### src/rtl/pkt_dispatch_rx_pkg.sv
// Shared definitions for the packet dispatcher: FSM state encoding, error
// codes, default framing byte, UART timing and a buffer index-width helper.
package pkt_dispatch_rx_pkg;

  typedef enum logic [2:0] {
    S_IDLE  = 3'd0,
    S_ADDR  = 3'd1,
    S_LEN   = 3'd2,
    S_DATA  = 3'd3,
    S_CRC   = 3'd4,
    S_DRAIN = 3'd5
  } state_t;

  localparam logic [2:0] ERR_NONE = 3'd0;
  localparam logic [2:0] ERR_CRC  = 3'd1;
  localparam logic [2:0] ERR_ADDR = 3'd2;
  localparam logic [2:0] ERR_LEN  = 3'd3;
  localparam logic [2:0] ERR_TMO  = 3'd4;
  localparam logic [2:0] ERR_OVR  = 3'd5;

  localparam logic [7:0] DEFAULT_PREFIX = 8'hDD;

  // 46.08 MHz / 115200 baud; one 10-bit UART character is ~4000 clocks.
  localparam int unsigned CLKS_PER_BIT  = 400;
  localparam int unsigned CLKS_PER_BYTE = 10 * CLKS_PER_BIT;

  // Address width needed to index 'depth' entries (at least 1 bit).
  function automatic int unsigned idx_width(input int unsigned depth);
    return (depth > 1) ? $clog2(depth) : 1;
  endfunction

endpackage

### src/rtl/pkt_dispatch_rx_buf.sv
// pkt_buf: byte buffer with one write port and a registered read port.
// Ports:
//   clk      clock
//   we       write enable
//   wr_ptr   write address
//   wr_data  write byte
//   rd_ptr   read address (rd_data shows mem[rd_ptr] one clock later)
//   rd_data  registered read byte
module pkt_buf
  import pkt_dispatch_rx_pkg::*;
#(
  parameter int unsigned DEPTH = 64,
  parameter int unsigned IW    = idx_width(DEPTH)
) (
  input  logic          clk,
  input  logic          we,
  input  logic [IW-1:0] wr_ptr,
  input  logic [7:0]    wr_data,
  input  logic [IW-1:0] rd_ptr,
  output logic [7:0]    rd_data
);

  logic [7:0] mem [DEPTH];

  always_ff @(posedge clk) begin
    if (we) mem[wr_ptr] <= wr_data;
    rd_data <= mem[rd_ptr];
  end

endmodule

### src/rtl/pkt_dispatch_rx.sv
// pkt_dispatch_rx: frames PREFIX, ADDR, LEN, payload[LEN], CRC packets from a
// UART byte stream, buffers the payload, validates it and drains it to one of
// N_DEST destinations over a shared data bus with a one-hot valid.
// Ports:
//   clk, rst        clock, asynchronous active-high reset
//   rx_data/valid   received byte and its one-cycle strobe
//   out_data        payload byte to the selected destination
//   out_valid       one-hot destination valid
//   out_last        final payload byte marker
//   out_ready       shared sink ready
//   pkt_ok/pkt_err  one-cycle accept/drop pulses; err_code qualifies pkt_err
//   busy            high whenever a packet is in progress
module pkt_dispatch_rx
  import pkt_dispatch_rx_pkg::*;
#(
  parameter logic [7:0]  PREFIX      = DEFAULT_PREFIX,
  parameter logic [7:0]  BASE_ADDR   = 8'h10,
  parameter int unsigned N_DEST      = 8,
  parameter int unsigned MAX_LEN     = 64,
  parameter int unsigned CRC_MODE    = 0,
  parameter int unsigned TIMEOUT_CYC = 480000
) (
  input  logic              clk,
  input  logic              rst,
  input  logic [7:0]        rx_data,
  input  logic              rx_valid,
  output logic [7:0]        out_data,
  output logic [N_DEST-1:0] out_valid,
  output logic              out_last,
  input  logic              out_ready,
  output logic              pkt_ok,
  output logic              pkt_err,
  output logic [2:0]        err_code,
  output logic              busy
);

  localparam int unsigned PW = $clog2(MAX_LEN + 1);
  localparam int unsigned IW = idx_width(MAX_LEN);
  localparam int unsigned TW = $clog2(TIMEOUT_CYC + 1);

  state_t        state, next_state;
  logic [7:0]    dest_q;
  logic          addr_bad_q;
  logic [7:0]    len_q;
  logic [7:0]    acc_q;
  logic [PW-1:0] wr_ptr, rd_ptr, rd_next;
  logic [TW-1:0] tmo_cnt;
  logic          drain_live;
  logic [7:0]    rd_data;

  logic       counting, tmo_hit, len_over, crc_bad, data_done;
  logic       handshake, last_byte;
  logic       ok_set, err_set;
  logic [2:0] err_val;

  assign counting  = (state == S_ADDR) || (state == S_LEN) ||
                     (state == S_DATA) || (state == S_CRC);
  assign tmo_hit   = counting && !rx_valid && (tmo_cnt == TW'(TIMEOUT_CYC - 1));
  assign len_over  = rx_data > 8'(MAX_LEN);
  assign crc_bad   = (CRC_MODE == 1) && (rx_data != acc_q);
  assign data_done = 8'(wr_ptr) == (len_q - 8'd1);
  assign last_byte = 8'(rd_ptr) == (len_q - 8'd1);
  // drain_live lags entry to DRAIN by one clock, so the first byte appears
  // the cycle after the pkt_ok pulse.
  assign handshake = drain_live && out_ready;
  // Read address is looked ahead so the registered buffer output already
  // holds buf[rd_ptr] in the cycle after each handshake.
  assign rd_next   = handshake ? rd_ptr + 1'b1 : rd_ptr;
  assign busy      = (state != S_IDLE);

  pkt_buf #(
    .DEPTH (MAX_LEN)
  ) u_buf (
    .clk     (clk),
    .we      (state == S_DATA && rx_valid),
    .wr_ptr  (wr_ptr[IW-1:0]),
    .wr_data (rx_data),
    .rd_ptr  (rd_next[IW-1:0]),
    .rd_data (rd_data)
  );

  // State register
  always_ff @(posedge clk or posedge rst) begin
    if (rst) state <= S_IDLE;
    else     state <= next_state;
  end

  // Next-state logic
  always_comb begin
    next_state = state;
    unique case (state)
      S_IDLE:  if (rx_valid && rx_data == PREFIX) next_state = S_ADDR;
      S_ADDR: begin
        if (rx_valid)     next_state = S_LEN;
        else if (tmo_hit) next_state = S_IDLE;
      end
      S_LEN: begin
        if (rx_valid) begin
          if (len_over)            next_state = S_IDLE;
          else if (rx_data == '0)  next_state = S_CRC;
          else                     next_state = S_DATA;
        end else if (tmo_hit) begin
          next_state = S_IDLE;
        end
      end
      S_DATA: begin
        if (rx_valid) begin
          if (data_done) next_state = S_CRC;
        end else if (tmo_hit) begin
          next_state = S_IDLE;
        end
      end
      S_CRC: begin
        if (rx_valid) begin
          if (addr_bad_q || crc_bad || len_q == '0) next_state = S_IDLE;
          else                                      next_state = S_DRAIN;
        end else if (tmo_hit) begin
          next_state = S_IDLE;
        end
      end
      S_DRAIN: if (handshake && last_byte) next_state = S_IDLE;
      default: next_state = S_IDLE;
    endcase
  end

  // Output decode: status pulse sources and destination select
  always_comb begin
    ok_set  = 1'b0;
    err_set = 1'b0;
    err_val = ERR_NONE;
    unique case (state)
      S_LEN: begin
        if (rx_valid && len_over) begin
          err_set = 1'b1;
          err_val = ERR_LEN;
        end
      end
      S_CRC: begin
        if (rx_valid) begin
          if (addr_bad_q) begin
            err_set = 1'b1;
            err_val = ERR_ADDR;
          end else if (crc_bad) begin
            err_set = 1'b1;
            err_val = ERR_CRC;
          end else begin
            ok_set = 1'b1;
          end
        end
      end
      S_DRAIN: begin
        if (rx_valid) begin
          err_set = 1'b1;
          err_val = ERR_OVR;
        end
      end
      default: ;
    endcase
    if (tmo_hit) begin
      err_set = 1'b1;
      err_val = ERR_TMO;
    end

    for (int unsigned d = 0; d < N_DEST; d++) begin
      out_valid[d] = drain_live && (dest_q == 8'(d));
    end
    out_data = drain_live ? rd_data : '0;
    out_last = drain_live && last_byte;
  end

  // Datapath and registered status
  always_ff @(posedge clk or posedge rst) begin
    if (rst) begin
      dest_q     <= '0;
      addr_bad_q <= 1'b0;
      len_q      <= '0;
      acc_q      <= '0;
      wr_ptr     <= '0;
      rd_ptr     <= '0;
      tmo_cnt    <= '0;
      drain_live <= 1'b0;
      pkt_ok     <= 1'b0;
      pkt_err    <= 1'b0;
      err_code   <= '0;
    end else begin
      if (rx_valid) begin
        unique case (state)
          S_IDLE: begin
            if (rx_data == PREFIX) begin
              wr_ptr <= '0;
              rd_ptr <= '0;
              acc_q  <= '0;
            end
          end
          S_ADDR: begin
            dest_q     <= rx_data - BASE_ADDR;
            addr_bad_q <= (rx_data < BASE_ADDR) ||
                          ((rx_data - BASE_ADDR) >= 8'(N_DEST));
            acc_q      <= rx_data;
          end
          S_LEN: begin
            len_q <= rx_data;
            acc_q <= acc_q ^ rx_data;
          end
          S_DATA: begin
            wr_ptr <= wr_ptr + 1'b1;
            acc_q  <= acc_q ^ rx_data;
          end
          default: ;
        endcase
      end

      if (handshake) rd_ptr <= rd_ptr + 1'b1;

      if (!counting || rx_valid || tmo_hit) tmo_cnt <= '0;
      else                                  tmo_cnt <= tmo_cnt + 1'b1;

      drain_live <= (state == S_DRAIN) && (next_state == S_DRAIN);
      pkt_ok     <= ok_set;
      pkt_err    <= err_set;
      err_code   <= err_set ? err_val : ERR_NONE;
    end
  end

endmodule

### config.mk
export PLATFORM = sky130hd
export DESIGN_NAME = pkt_dispatch_rx
export DESIGN_NICKNAME = d
export VERILOG_FILES = /design/src/rtl/pkt_dispatch_rx_pkg.sv /design/src/rtl/pkt_dispatch_rx_buf.sv /design/src/rtl/pkt_dispatch_rx.sv
export SDC_FILE = /design/constraint.sdc
export NUM_CORES = 1
export LEC_CHECK = 0
export ABC_CLOCK_PERIOD_IN_PS = 9300
export CORE_ASPECT_RATIO = 0.9
export CORE_MARGIN = 2
export CORE_UTILIZATION = 55
export DETAILED_ROUTE_END_ITERATION = 8
export PLACE_DENSITY_LB_ADDON = 0.1
export SLEW_MARGIN = 15
export SYNTH_ARGS = -nofsm -noshare
export SYNTH_HDL_FRONTEND = slang
export SYNTH_SLANG_ARGS = --single-unit
### constraint.sdc
create_clock -name clk -period 9.3 [get_ports clk]
set_clock_uncertainty 0.15 [all_clocks]
set_input_delay 1.395 -clock clk [delete_from_list [all_inputs] [get_ports clk]]
set_output_delay 1.395 -clock clk [all_outputs]
set_load 0.02 [all_outputs]
# Yosys cells after proc, flatten, opt, wreduce, memory -nomap -nowiden
# Memory sizes are Yosys's and may differ from the RTL's. A register that Yosys moved wholly into a read port is not among the register bits.
# Cells that the tools add are included.
# op_classes
n_addsub	5
multipliers	0
div_mod_pow	0
magnitude_cmp	3
n_eq_ne	18
n_shift	0
muxes	38
bitwise_logic	0
reduce_logical	39
# ops
operator	n
$mux W3	14
$eq A8 B3 Y1 const B	4
$mux W7	4
$logic_not A8 Y1	3
$add A19 B1 Y19 const B	1
$eq A19 B19 Y1 const B	1
$mux W19	1
$pmux W3 S6	1
$logic_and A1 B1 Y1	17
$eq A7 B8 Y1	2
$eq A8 B2 Y1 const B	2
$add A7 B1 Y7 const B	2
$pmux W7 S2	1
$mux W1	10
$eq A3 B3 Y1 const B	3
$pmux W3 S3	1
$eq A8 B1 Y1 const B	1
$eq A8 B8 Y1 const B	1
$ge A8 B4 Y1 const B	1
$gt A8 B7 Y1 const B	1
$lt A8 B5 Y1 const B	1
$mux W8	1
$reduce_bool A2 Y1	4
$sub A8 B1 Y8 const B	1
13 further kinds	25
# totals
reg_bits	59
latchBits	0
ramBits	512
mem_bits_ro	0
out_inout_bits	23
memories	1
# memory_table
name	depth	word_bits	rd	rd_clocked_by_memory_dff	wr	line	rtl
u_buf.mem	64	8	1	1	1	pkt_dispatch_rx_buf.sv:23	logic [7:0] mem [DEPTH];

# Logic depth before layout (Yosys ltp)
# depth
depth_word	11
ltp_mapped	10
depth_no_buf	9

# Hierarchy
# From an unflattened synthesis, not the netlist that was laid out.
# hier_totals
hier_cells	1321
hier_area_um2	23622.7
# by_module_without_submodules
module	n_inst	cells_each	area_per_inst_um2
pkt_buf	1	940	20166.8
pkt_dispatch_rx	1	381	3455.8

# Worst setup path after synthesis
# OpenSTA, ideal clock, no wires.
# synth_path
path_kind	input port to flip-flop
startpoint	in out_ready
endpoint	reg u_buf.rd_data[6] (read register of u_buf.mem)
arrival_ps	3767
t_required_ps	9034
slack_ps	5268
path_stages	10
path_buffers	3
path_cell_list	nand2_1 inv_1 ha_1 clkbuf_1 buf_2 buf_1 mux4_2 a22oi_1 nand3_1 and3_1
# synth_via
elab_chain_cells	2
# synth_rtl
element	line	rtl
start, declared	pkt_dispatch_rx.sv:30	input logic out_ready,
$logic_and A1 B1 Y1	pkt_dispatch_rx.sv:65	assign handshake = drain_live && out_ready;
$mux W6	pkt_dispatch_rx.sv:68	assign rd_next = handshake ? rd_ptr + 1'b1 : rd_ptr;
end, declared	pkt_dispatch_rx_buf.sv:20	output logic [7:0] rd_data
# No other way between the ends.
# A chain may end at the register's enable or synchronous reset.

# Worst setup path after layout
# layout_path
startpoint	reg len_q[2]
endpoint	out out_last
# layout_via
elab_chain_cells	3
# layout_rtl
element	line	rtl
start, declared	pkt_dispatch_rx.sv:44	logic [7:0] len_q;
start signal, assigned	pkt_dispatch_rx.sv:202	len_q <= rx_data;
$sub A8 B1 Y8	pkt_dispatch_rx.sv:62	assign last_byte = 8'(rd_ptr) == (len_q - 8'd1);
$eq A7 B8 Y1	pkt_dispatch_rx.sv:62	
$logic_and A1 B1 Y1	pkt_dispatch_rx.sv:168	out_last = drain_live && last_byte;
end, declared	pkt_dispatch_rx.sv:29	output logic out_last,
# No other way between the ends.

==> reports/qor.csv <==
stage,metric,value,unit
timing,hold_viol_final,0,
outcome,outcome,completed,
clock_network,clock-root-buffer,clkbuf_16,
timing,period_share,54.96,%
synthesis,synth_top_area_share,65.34,%
setup_path,start_kind,flip-flop,
setup_path,end_kind,output port,
timing,finalSetupTns,0,ns
timing,fin_crit,5.111,ns
finish,final_cells,1961,
setup_path,crit_path_max_incr_delay,0.61,ns
clock_network,cts_tree,done,
clock_network,clkTransAtPathRegs,0.06,ns
setup_path,arrival,3.57,ns
clock_network,post_cts_buffers,0,
routing,wl_per_cell,26.96,um
routing,drc,0,
placed_design,gp_congestion,0.7950,
routing,postRouteAntennaNets,0,
clock_network,clk_latency,0.62,ns
pwr,p_leak,8.611,nW
synthesis,synth_flop_cell,edfxtp_1,
synthesis,yosysTopAreaCell,edfxtp_1,
floorplanning,io_pins,35,
synthesis,seq_area_frac_synth,72.30,%
timing,grt_setup_unrepaired,no,
finish,layout-drive-gt1-share,19.02,%
timing,worst_pin_slew,0.9519,ns
setup_path,critPathSlowestCell,clkdlybuf4s50_1,
setup_path,path_cells,"or4_4, o21a_1, a2111oi_2, nor3_1, nor4b_2, and2_2, clkdlybuf4s50_1",
grt,antenna_found_initial,0,
synthesis,syn_nets,1351,
pwr,powerDensity,259.8,nW/um2
setup_path,path_delay_family,simple AND/OR/NAND/NOR gates,
grt,grt_max_degree,108,
setup_path,critPathKind,flip-flop to output port,
floorplanning,initial_core_util,56.00,%
timing,fmax,195.7,MHz
synthesis,ys_ff_latch,579,
finish,nets,1391,
routing,vias,12270,
clock_network,cts_buffer_depth,3,
floorplanning,die_h,200.2,um
grt,grt_pass1_vias,12330,
placed_design,place_hpwl,31830,um
setup_path,cp_num_cells,7,
min_path,hold_path_class,flip-flop to flip-flop,
floorplanning,std_cell_rows,71,
synthesis,synth_edf_count,512,
synthesis,synthArstFlopShare,10.19,%
finish,diodes,0,
clock_network,cts_buffers,56,
floorplanning,core_area,42020,um2
grt,grt_overflow,0,
clock_network,hold_buffers,0,
min_path,holdPathStages,1,
setup_path,rrSetupSlack,4.82,ns
synthesis,synth.area.top_cells,"edfxtp_1 (65%), mux4_2 (12%), dfrtp_1 (6.3%)",
setup_path,cp_max_fo,14,
run,maxCapViolCount,0,
grt,grt_first_pass_wirelength,80430,um
timing,maxSlewViolCount,0,
finish,area_growth_syn_to_layout,11.41,%
setup_path,required,7.76,ns
setup_path,path_buf_inv,1,
placed_design,dp.cells,1858,
routing,vias_per_cell,6.256,
synthesis,synth_area,23530,um2
setup_path,reg2regPathDepth,9,
synthesis,synth.distinct_cells,69,
floorplanning,die-area,44460,um2
clock_network,clock_sinks,579,
routing,drt-total-wl,52870,um
pwr,peakVddDrop,0.1494,mV
synthesis,avgSynthCellArea,17.71,um2
clock_network,cts_max_level,2,
synthesis,synth_cells,1329,
timing,setup_viol,0,
clock_network,post_cts_resized,0,
floorplanning,die_w,222.0,um
routing,firstDrtPassIters,6,
grt,grt_usage,24.47,%
synthesis,yosysWarnings,0,
finish,final_core_util,62.39,%
placed_design,portBuffers,34,
timing,maxSlewHeadroom,36.31,%
routing,drtIter0Drc,1332,
[report_power, final]
| part | switching [W] | leakage [nW] | internal [W] |
|---|---|---|---|
| registers | 0.000133 | 5.44 | 0.00292 |
| logic | 0.000805 | 2.30 | 0.000737 |
| clock network | 0.000945 | 0.874 | 0.00127 |
| total | 0.00188 | 8.61 | 0.00493 |
[kinds of logic (layout without fill, tap and decap cells)]
logic type | count (synthesis) | in the layout | share of synthesized area [%]
buf+inv | 89 | 174 | 1.553
mux | 149 | 149 | 13.10
flops | 579 | 579 | 72.30
fa+ha+maj | 10 | 10 | 0.5317
compound gates | 130 | 130 | 4.041
xor+xnor | 38 | 38 | 1.473
simple gates | 334 | 334 | 7.008
[worst reg2reg max path, stage by stage (launching register included)]
cell and delay [ns]:
dfrtp_1 0.80, and3_1 0.34, a21o_4 0.51, buf_4 0.63, buf_4 0.77, mux4_2 0.45, mux2i_1 0.22, a32o_1 0.22
a31oi_1 0.08, and3_1 0.21
[path summary, 6_finish.rpt]
check | from | to
worst max-delay path | len_q[2] | out_last
worst min-delay path | tmo_cnt[0] | tmo_cnt[0]
worst max register to register | drain_live | u_buf.rd_data[6]
worst min register to register | tmo_cnt[0] | tmo_cnt[0]
max in group asynchronous | rst | len_q[2]
min in group asynchronous | rst | tmo_cnt[2]
[state kept, by name, summed over array words and instances, names as in the netlist]
name and count:
u_buf.mem 512, tmo_cnt 19, dest_q 8, len_q 8, u_buf.rd_data 8, rd_ptr 7
wr_ptr 7, err_code 3, state 3, addr_bad_q 1, drain_live 1, pkt_err 1
pkt_ok 1
[final cells by class]
cell class,count,area [um2]
tap,547,684.4
timing repair buffer,56,478.0
fill,3027,15810
sequential,579,17010
multi-input combinational,661,6198
clock inverter,21,183.9
clock buffer,82,1602
inverter,15,56.30
[metal layers]
layer  wire length [um]  global-route usage [%]  vias up
li1                   -                       -     5375
met1              23230                   37.12     6338
met2              24220                   36.29      463
met3               3892                   4.430       92
met4               1525                   8.325        0
met5                  0                       0        -
[layout by cell type (no fill, tap or decap), types with 10 or more instances in the layout]
| cell | instances |
|---|---|
| dfrtp_1 | 59 |
| clkbuf_16 | 58 |
| and3_1 | 15 |
| nor2_1 | 125 |
| o21ai_0 | 16 |
| clkbuf_1 | 18 |
| a22oi_1 | 19 |
| nand3_1 | 23 |
| xnor2_1 | 17 |
| and2_1 | 10 |
| clkdlybuf4s50_1 | 26 |
| a22o_1 | 24 |
| buf_4 | 21 |
| mux4_2 | 126 |
| xor2_1 | 19 |
| a21oi_1 | 23 |
| inv_1 | 13 |
| nor4_1 | 12 |
| nor3_1 | 25 |
| nand2b_1 | 13 |
| nand4_1 | 13 |
| edfxtp_1 | 512 |
| mux2i_1 | 12 |
| nand2_1 | 55 |
| mux2_2 | 11 |
[synthesized netlist by cell type, types with 7 or more instances]
cell and count:
a32o_1 7, a22oi_1 19, a21oi_1 24, or3_1 8, inv_1 14, clkbuf_1 36
nand3_1 23, nor4_1 12, edfxtp_1 512, buf_2 24, mux4_2 126, nand2_1 55
buf_1 13, a22o_1 24, and3_1 15, xor2_1 19, nand2b_1 13, nand4_1 13
dfxtp_1 8, and2_1 10, nor3_1 25, mux2i_1 12, mux2_2 11, xnor2_1 18
dfrtp_1 59, nor2_1 125, o21ai_0 16, ha_1 10
[per-stage QoR]
| step | total power, W | cell area [um2] | hold slack (ns) | setup slack [ns] |
|---|---|---|---|---|
| 2_1_floorplan | 0.004239 | 23530 | 0.2883 | 5.268 |
| 3_3_place_gp | 0.004644 | 24430 | 0.3275 | 3.766 |
| 3_5_place_dp | 0.004656 | 24430 | 0.3379 | 3.729 |
| 4_1_cts | 0.006860 | 26210 | 0.3455 | 4.132 |
| 5_1_grt | 0.007085 | 26210 | 0.3625 | 3.997 |
| 6_report | 0.006809 | 26210 | 0.3453 | 4.189 |
Power figures use the tool's default switching activity.
